--- config.mk ---
export PLATFORM = sky130hd
export DESIGN_NAME = life_draw
export DESIGN_NICKNAME = d
export VERILOG_FILES = /design/src/rtl/life_pkg.sv /design/src/rtl/cell_fifo.sv /design/src/rtl/life_draw.sv
export SDC_FILE = /design/constraint.sdc
export NUM_CORES = 1
export LEC_CHECK = 0
export CAP_MARGIN = 40
export CORE_MARGIN = 10
export CORE_UTILIZATION = 52
export DETAILED_ROUTE_END_ITERATION = 6
export HOLD_SLACK_MARGIN = 0.1
export PLACE_DENSITY = 0.88
export SYNTH_ARGS = -nofsm -noshare
export SYNTH_HDL_FRONTEND = slang
export SYNTH_SLANG_ARGS = --single-unit
export TNS_END_PERCENT = 20
--- constraint.sdc ---
create_clock -name clk -period 3 [get_ports clk]
set_input_delay 0.9 -clock clk [delete_from_list [all_inputs] [get_ports clk]]
set_output_delay 0.9 -clock clk [all_outputs]
set_load 0.02 [all_outputs]
--- src/rtl/life_pkg.sv ---
// Shared types and framebuffer geometry helpers for the life cell painter.
package life_pkg;

  localparam int IDX_W = 8;

  typedef enum logic [1:0] {
    IDLE,
    LOAD,
    DRAW
  } paint_state_t;

  typedef struct packed {
    logic             alive;
    logic [IDX_W-1:0] x;
    logic [IDX_W-1:0] y;
  } cell_t;

  localparam int CELL_W = $bits(cell_t);

  function automatic int fb_w(input int width, input int scale);
    return width * scale;
  endfunction

  function automatic int fb_h(input int height, input int scale);
    return height * scale;
  endfunction

  function automatic int fba_w(input int width, input int height, input int scale);
    return $clog2(fb_w(width, scale) * fb_h(height, scale));
  endfunction

endpackage

--- src/rtl/cell_fifo.sv ---
// Synchronous FIFO; a push while full is accepted only when a pop frees a slot in the same cycle.
module cell_fifo #(
  parameter int W     = 8,
  parameter int DEPTH = 8
) (
  input  logic         clk,
  input  logic         rst,
  input  logic         push_i,
  input  logic         pop_i,
  input  logic [W-1:0] din_i,
  output logic [W-1:0] dout_o,
  output logic         full_o,
  output logic         empty_o
);

  localparam int AW = $clog2(DEPTH);

  logic [W-1:0] mem_q [DEPTH];
  logic [AW:0]  wr_q;
  logic [AW:0]  rd_q;
  logic         do_push;
  logic         do_pop;

  assign empty_o = (wr_q == rd_q);
  assign full_o  = (wr_q[AW] != rd_q[AW]) && (wr_q[AW-1:0] == rd_q[AW-1:0]);
  assign do_pop  = pop_i && !empty_o;
  assign do_push = push_i && (!full_o || do_pop);
  assign dout_o  = mem_q[rd_q[AW-1:0]];

  always_ff @(posedge clk or posedge rst) begin
    if (rst) begin
      wr_q <= '0;
      rd_q <= '0;
    end else begin
      if (do_push) wr_q <= wr_q + (AW+1)'(1);
      if (do_pop)  rd_q <= rd_q + (AW+1)'(1);
    end
  end

  always_ff @(posedge clk) begin
    if (do_push) mem_q[wr_q[AW-1:0]] <= din_i;
  end

endmodule

--- src/rtl/life_draw.sv ---
// Paints each life cell result as a SCALE x SCALE pixel block through a
// valid/ready framebuffer write port, buffering cells in a small FIFO.
module life_draw
  import life_pkg::*;
#(
  parameter int             CORDW        = 16,
  parameter int             WIDTH        = 6,
  parameter int             HEIGHT       = 6,
  parameter int             SCALE        = 4,
  parameter int             FIFO_DEPTH   = 8,
  parameter int             COLRW        = 4,
  parameter logic [COLRW-1:0] COLR_ALIVE = {COLRW{1'b1}},
  parameter logic [COLRW-1:0] COLR_DEAD  = '0,
  parameter bit             ONLY_CHANGED = 1'b1,
  localparam int            FBA          = fba_w(WIDTH, HEIGHT, SCALE)
) (
  input  logic                    clk,
  input  logic                    rst,
  input  logic                    cell_ready,
  input  logic                    cell_alive,
  input  logic                    cell_changed,
  input  logic signed [CORDW-1:0] cell_x,
  input  logic signed [CORDW-1:0] cell_y,
  input  logic                    gen_done,
  output logic                    fb_we,
  input  logic                    fb_rdy,
  output logic [FBA-1:0]          fb_addr,
  output logic [COLRW-1:0]        fb_colr,
  output logic                    busy,
  output logic                    drawn,
  output logic                    overflow
);

  localparam int PW = (SCALE > 1) ? $clog2(SCALE) : 1;
  localparam int FBW = fb_w(WIDTH, SCALE);
  localparam logic [FBA-1:0] ROW_STEP  = FBA'(SCALE * FBW);
  localparam logic [FBA-1:0] CELL_STEP = FBA'(SCALE);
  localparam logic [FBA-1:0] WRAP_STEP = FBA'(FBW - SCALE + 1);
  localparam logic [PW-1:0]  PMAX      = PW'(SCALE - 1);
  localparam logic signed [CORDW-1:0] X_LIM = CORDW'(WIDTH);
  localparam logic signed [CORDW-1:0] Y_LIM = CORDW'(HEIGHT);

  paint_state_t   state_q;
  cell_t          cur_q;
  logic [PW-1:0]  px_q;
  logic [PW-1:0]  py_q;
  logic           fb_we_q;
  logic [FBA-1:0] fb_addr_q;
  logic [COLRW-1:0] fb_colr_q;
  logic           busy_q;
  logic           drawn_q;
  logic           ovf_q;
  logic           done_pend_q;

  logic           in_range;
  logic           want_push;
  cell_t          push_cell;
  cell_t          fifo_dout;
  logic           fifo_full;
  logic           fifo_empty;
  logic           fire;
  logic           last_px;
  logic           pop;
  logic [FBA-1:0] base;

  // Coordinates are range-checked as signed values, then narrowed to indices.
  assign in_range  = !cell_x[CORDW-1] && (cell_x < X_LIM) &&
                     !cell_y[CORDW-1] && (cell_y < Y_LIM);
  assign want_push = cell_ready && ((ONLY_CHANGED == 1'b0) || cell_changed) && in_range;
  assign push_cell = '{alive: cell_alive, x: cell_x[IDX_W-1:0], y: cell_y[IDX_W-1:0]};

  assign fire    = fb_we_q && fb_rdy;
  assign last_px = (px_q == PMAX) && (py_q == PMAX);
  assign pop     = !fifo_empty &&
                   ((state_q == IDLE) || ((state_q == DRAW) && fire && last_px));
  assign base    = FBA'(cur_q.y) * ROW_STEP + FBA'(cur_q.x) * CELL_STEP;

  cell_fifo #(
    .W     (CELL_W),
    .DEPTH (FIFO_DEPTH)
  ) u_fifo (
    .clk     (clk),
    .rst     (rst),
    .push_i  (want_push),
    .pop_i   (pop),
    .din_i   (push_cell),
    .dout_o  (fifo_dout),
    .full_o  (fifo_full),
    .empty_o (fifo_empty)
  );

  always_ff @(posedge clk or posedge rst) begin
    if (rst) begin
      state_q     <= IDLE;
      cur_q       <= '0;
      px_q        <= '0;
      py_q        <= '0;
      fb_we_q     <= 1'b0;
      fb_addr_q   <= '0;
      fb_colr_q   <= '0;
      busy_q      <= 1'b0;
      drawn_q     <= 1'b0;
      ovf_q       <= 1'b0;
      done_pend_q <= 1'b0;
    end else begin
      busy_q  <= !fifo_empty || (state_q != IDLE);
      ovf_q   <= ovf_q | (want_push && fifo_full && !pop);
      drawn_q <= 1'b0;
      // A fresh gen_done defers the pulse by a cycle rather than being lost.
      if (gen_done) begin
        done_pend_q <= 1'b1;
      end else if (done_pend_q && fifo_empty && (state_q == IDLE)) begin
        done_pend_q <= 1'b0;
        drawn_q     <= 1'b1;
      end

      case (state_q)
        IDLE: begin
          if (!fifo_empty) begin
            cur_q   <= fifo_dout;
            state_q <= LOAD;
          end
        end
        LOAD: begin
          fb_addr_q <= base;
          fb_colr_q <= cur_q.alive ? COLR_ALIVE : COLR_DEAD;
          px_q      <= '0;
          py_q      <= '0;
          fb_we_q   <= 1'b1;
          state_q   <= DRAW;
        end
        DRAW: begin
          if (fire) begin
            if (last_px) begin
              fb_we_q <= 1'b0;
              if (!fifo_empty) begin
                cur_q   <= fifo_dout;
                state_q <= LOAD;
              end else begin
                state_q <= IDLE;
              end
            end else if (px_q == PMAX) begin
              px_q      <= '0;
              py_q      <= py_q + PW'(1);
              fb_addr_q <= fb_addr_q + WRAP_STEP;
            end else begin
              px_q      <= px_q + PW'(1);
              fb_addr_q <= fb_addr_q + FBA'(1);
            end
          end
        end
        default: state_q <= IDLE;
      endcase
    end
  end

  assign fb_we    = fb_we_q;
  assign fb_addr  = fb_addr_q;
  assign fb_colr  = fb_colr_q;
  assign busy     = busy_q;
  assign drawn    = drawn_q;
  assign overflow = ovf_q;

endmodule

==> summary.txt <==
Max-slew violations -> 0
Core Area -> 12520 um2
Die height -> 132.5 um
GPL Wtd Cong -> 0.8289
Slowest CP cell -> clkdlybuf4s50_1
Worst Setup Path Type -> input port to flop
CP Data Arrival Time -> 2.85 ns
Initial antenna violation count -> 0
Avg Cell Area, Syn -> 16.41 um2
Synth area leader -> edfxtp_1
CP Launch Type -> input port
Max-cap violations -> 0
Max Fclk -> 0.3663 GHz
Metal3 WL -> 877 um
Vias in the first global route -> 4091
N_diodes -> 0
Post-Place Cells -> 638
Num Clock Sinks -> 156
I/O pin count -> 57
Initial DRT Pass Iterations -> 4
Via-to-Cell Ratio -> 5.696
First-pass GRT wire length -> 22070 um
Post-synth cell types -> 44
Reg clk slew, reported paths -> 0.06 ns
Filler cell count in the final layout -> 900
Wirelength per Cell -> 20.21 um
Pleak -> 2.898 nW
Largest net degree at the start of global routing -> 32
Total GRT Usage -> 16.12%
Power per Cell Area -> 929.0 nW/um2
Yosys top cell area share -> 51.10%
Initial Util -> 52.58%
Register bit total from synthesis -> 156
Critical-path cell list -> clkdlybuf4s50_1 > nor4bb_1 > and4_1 > o211ai_2 > nor4b_2 > buf_4
Final Hold Viols -> 0
Die Area -> 17560 um2
Minimum clock period -> 2.730 ns
TritonCTS Buffers -> 17
Top cells by area, synth -> edfxtp_1, dfrtp_1, mux4_2
Min-delay src -> u_fifo.wr_q[3]
Slowest stage delay, CP -> 0.46 ns
YS warnings -> 0
Worst-margin pin slew -> 0.6201 ns
Async SR Flop Fraction -> 28.21%
Clock Latency Late Sink -> 0.43 ns
Fin cells -> 670
Share of layout cells above drive strength 1 -> 21.49%
Hold Path Class -> flop to flop
Register area share after synthesis -> 67.83%
Met1 Routed Length -> 5462 um
Number of gates resized after cts -> 0
Post-route ant nets -> 0
Pwr Total -> 7.534 mW
DR DRC count -> 0
Via count -> 3816
Final worst-path cycle share -> 90.99%
Cell Area, Synth -> 6581 um2
Crit end category -> flop
Cells after Synth -> 401
Row count -> 41
CP startpoint -> cell_changed
GRT overflow -> 0
Synth Flop Type -> edfxtp_1
Die Span X -> 132.5 um
Layout Utilization -> 64.79%
Fin nets -> 540
CTS Hold Buffers Added -> 0
RSZ-0062 raised after global routing -> false
R2r startpoint -> u_fifo.wr_q[0]
Status -> finished, final reports clean
Area grow syn2layout -> 23.23%
CTS tree -> built
Top Metal Used -> met4
Root Buffer -> clkbuf_16
Crit-path max FO -> 14
WL final -> 13540 um
Post-synth EDFFs -> 112
Final hold slack -> 0.4873 ns
Setup bufs post-CTS -> 0
Final HPWL DP -> 8974 um
Post-synth net total -> 456
Port Buffers -> 56
Met2 routed WL -> 6929 um
Worst IR Drop VDD -> 0.4820 mV
H-Tree Depth -> 4
Max_slew headroom -> 58.66%
Final setup vio count -> 0
Setup Skew -> 0.009529 ns
WP data required -> 3.12 ns
DRT iter0 DRCs -> 252
TNS Setup -> 0 ns
Longest Clk Path Bufs -> 2
[placed cells by master, fill, tap and decap left out, types with 5 or more instances in the layout]
| master | synthesis | routed |
|---|---|---|
| edfxtp_1 | 112 | 112 |
| clkdlybuf4s50_1 | 0 | 56 |
| dfrtp_1 | 44 | 43 |
| buf_4 | 4 | 29 |
| mux4_2 | 28 | 28 |
| a21oi_1 | 24 | 24 |
| nor2_1 | 22 | 22 |
| nand2_1 | 20 | 20 |
| clkbuf_16 | 0 | 17 |
| mux2i_1 | 16 | 16 |
| ha_1 | 14 | 14 |
| xnor2_1 | 11 | 11 |
| o21ai_0 | 9 | 9 |
| xor2_1 | 8 | 8 |
| nor4_1 | 11 | 7 |
| nand4_1 | 6 | 6 |
| o22a_1 | 5 | 5 |
| a21o_1 | 5 | 5 |
[power by group]
group / switching, mW / leakage [nW] / total, mW / internal [mW]
sequential: 0.232 / 1.52 / 2.79 / 2.56
combinational: 1.40 / 1.12 / 2.77 / 1.37
clock: 0.833 / 0.258 / 1.97 / 1.14
total: 2.46 / 2.90 / 7.53 / 5.07
[cells by family (layout without fill, tap and decap cells)]
family	Yosys count	in the layout	share of synthesized area (%)
multiplexers	47	47	12.53
flip-flops	156	156	67.83
XOR/XNOR	19	19	2.529
buffers and inverters	27	124	2.148
adder cells (fa/ha/maj)	16	16	3.270
AO/OA/AOI/OAI	59	59	5.761
AND/OR/NAND/NOR	77	77	5.932
[layer usage]
metal  track usage (%)  vias up
li1                  -     1736
met1             18.82     1930
met2             27.09      127
met3             4.883       23
met4             6.785        0
met5                 0        -
[Yosys cell counts (2+ instances only)]
master / instances
nand2b_1: 2
o22a_1: 5
buf_1: 3
nor2_1: 22
dfrtp_1: 44
nor3_1: 3
ha_1: 14
nor3b_1: 2
buf_6: 2
mux4_2: 28
nand4_1: 6
nor4b_1: 2
a31oi_1: 4
nand3_1: 3
xor2_1: 8
and4_1: 2
inv_1: 4
nor4_1: 11
a21oi_1: 24
clkbuf_1: 6
nand2_1: 20
mux2_2: 2
xnor2_1: 11
mux2i_1: 16
buf_4: 4
edfxtp_1: 112
a21o_1: 5
o21ai_0: 9
buf_2: 8
a31o_2: 4
fa_1: 2
[layout make-up]
cell class	instances	area, um2	area share [%]
well taps	172	215.2	2.653
clock inverters	14	120.1	1.481
clock buffers	18	429.2	5.292
flip-flops and latches	156	4466	55.06
multi-input cells	218	2027	24.99
repair buffers	88	838.3	10.34
inverters	4	15.01	0.1851
[through the flow]
step           cell area (um2)  setup slack (ns)
3_3_place_gp              7561          -0.07581
5_1_grt                   8110            0.1557
2_1_floorplan             6581           -0.5948
4_1_cts                   8110            0.2805
6_report                  8110            0.2703
3_5_place_dp              7561           -0.1682
[worst max-delay path, delay by kind of cell]
family,cells,cell delay (ns)
buffers and inverters,2,0.74
AO/OA/AOI/OAI,1,0.30
AND/OR/NAND/NOR,3,0.90
[worst paths after layout]
path,slack (ns),depth (start not counted),end
setup / recovery,0.27,6,u_fifo.mem_q[1][4]
hold / removal,0.49,1,u_fifo.wr_q[3]
setup reg to reg,0.45,5,u_fifo.wr_q[1]
hold reg to reg,0.49,1,u_fifo.wr_q[3]
max in group asynchronous,1.71,3,u_fifo.rd_q[0]
min in group asynchronous,0.74,2,fb_addr[2]
[flip-flops by register name, summed over array words and instances (netlist names)]
name / cells
fb_colr: 1
state_q: 2
done_pend_q: 1
busy: 1
fb_we: 1
u_fifo.rd_q: 4
u_fifo.mem_q: 112
fb_addr: 10
py_q: 2
drawn: 1
overflow: 1
u_fifo.wr_q: 4
cur_q: 14
px_q: 2
Power figures use the tool's default switching activity.
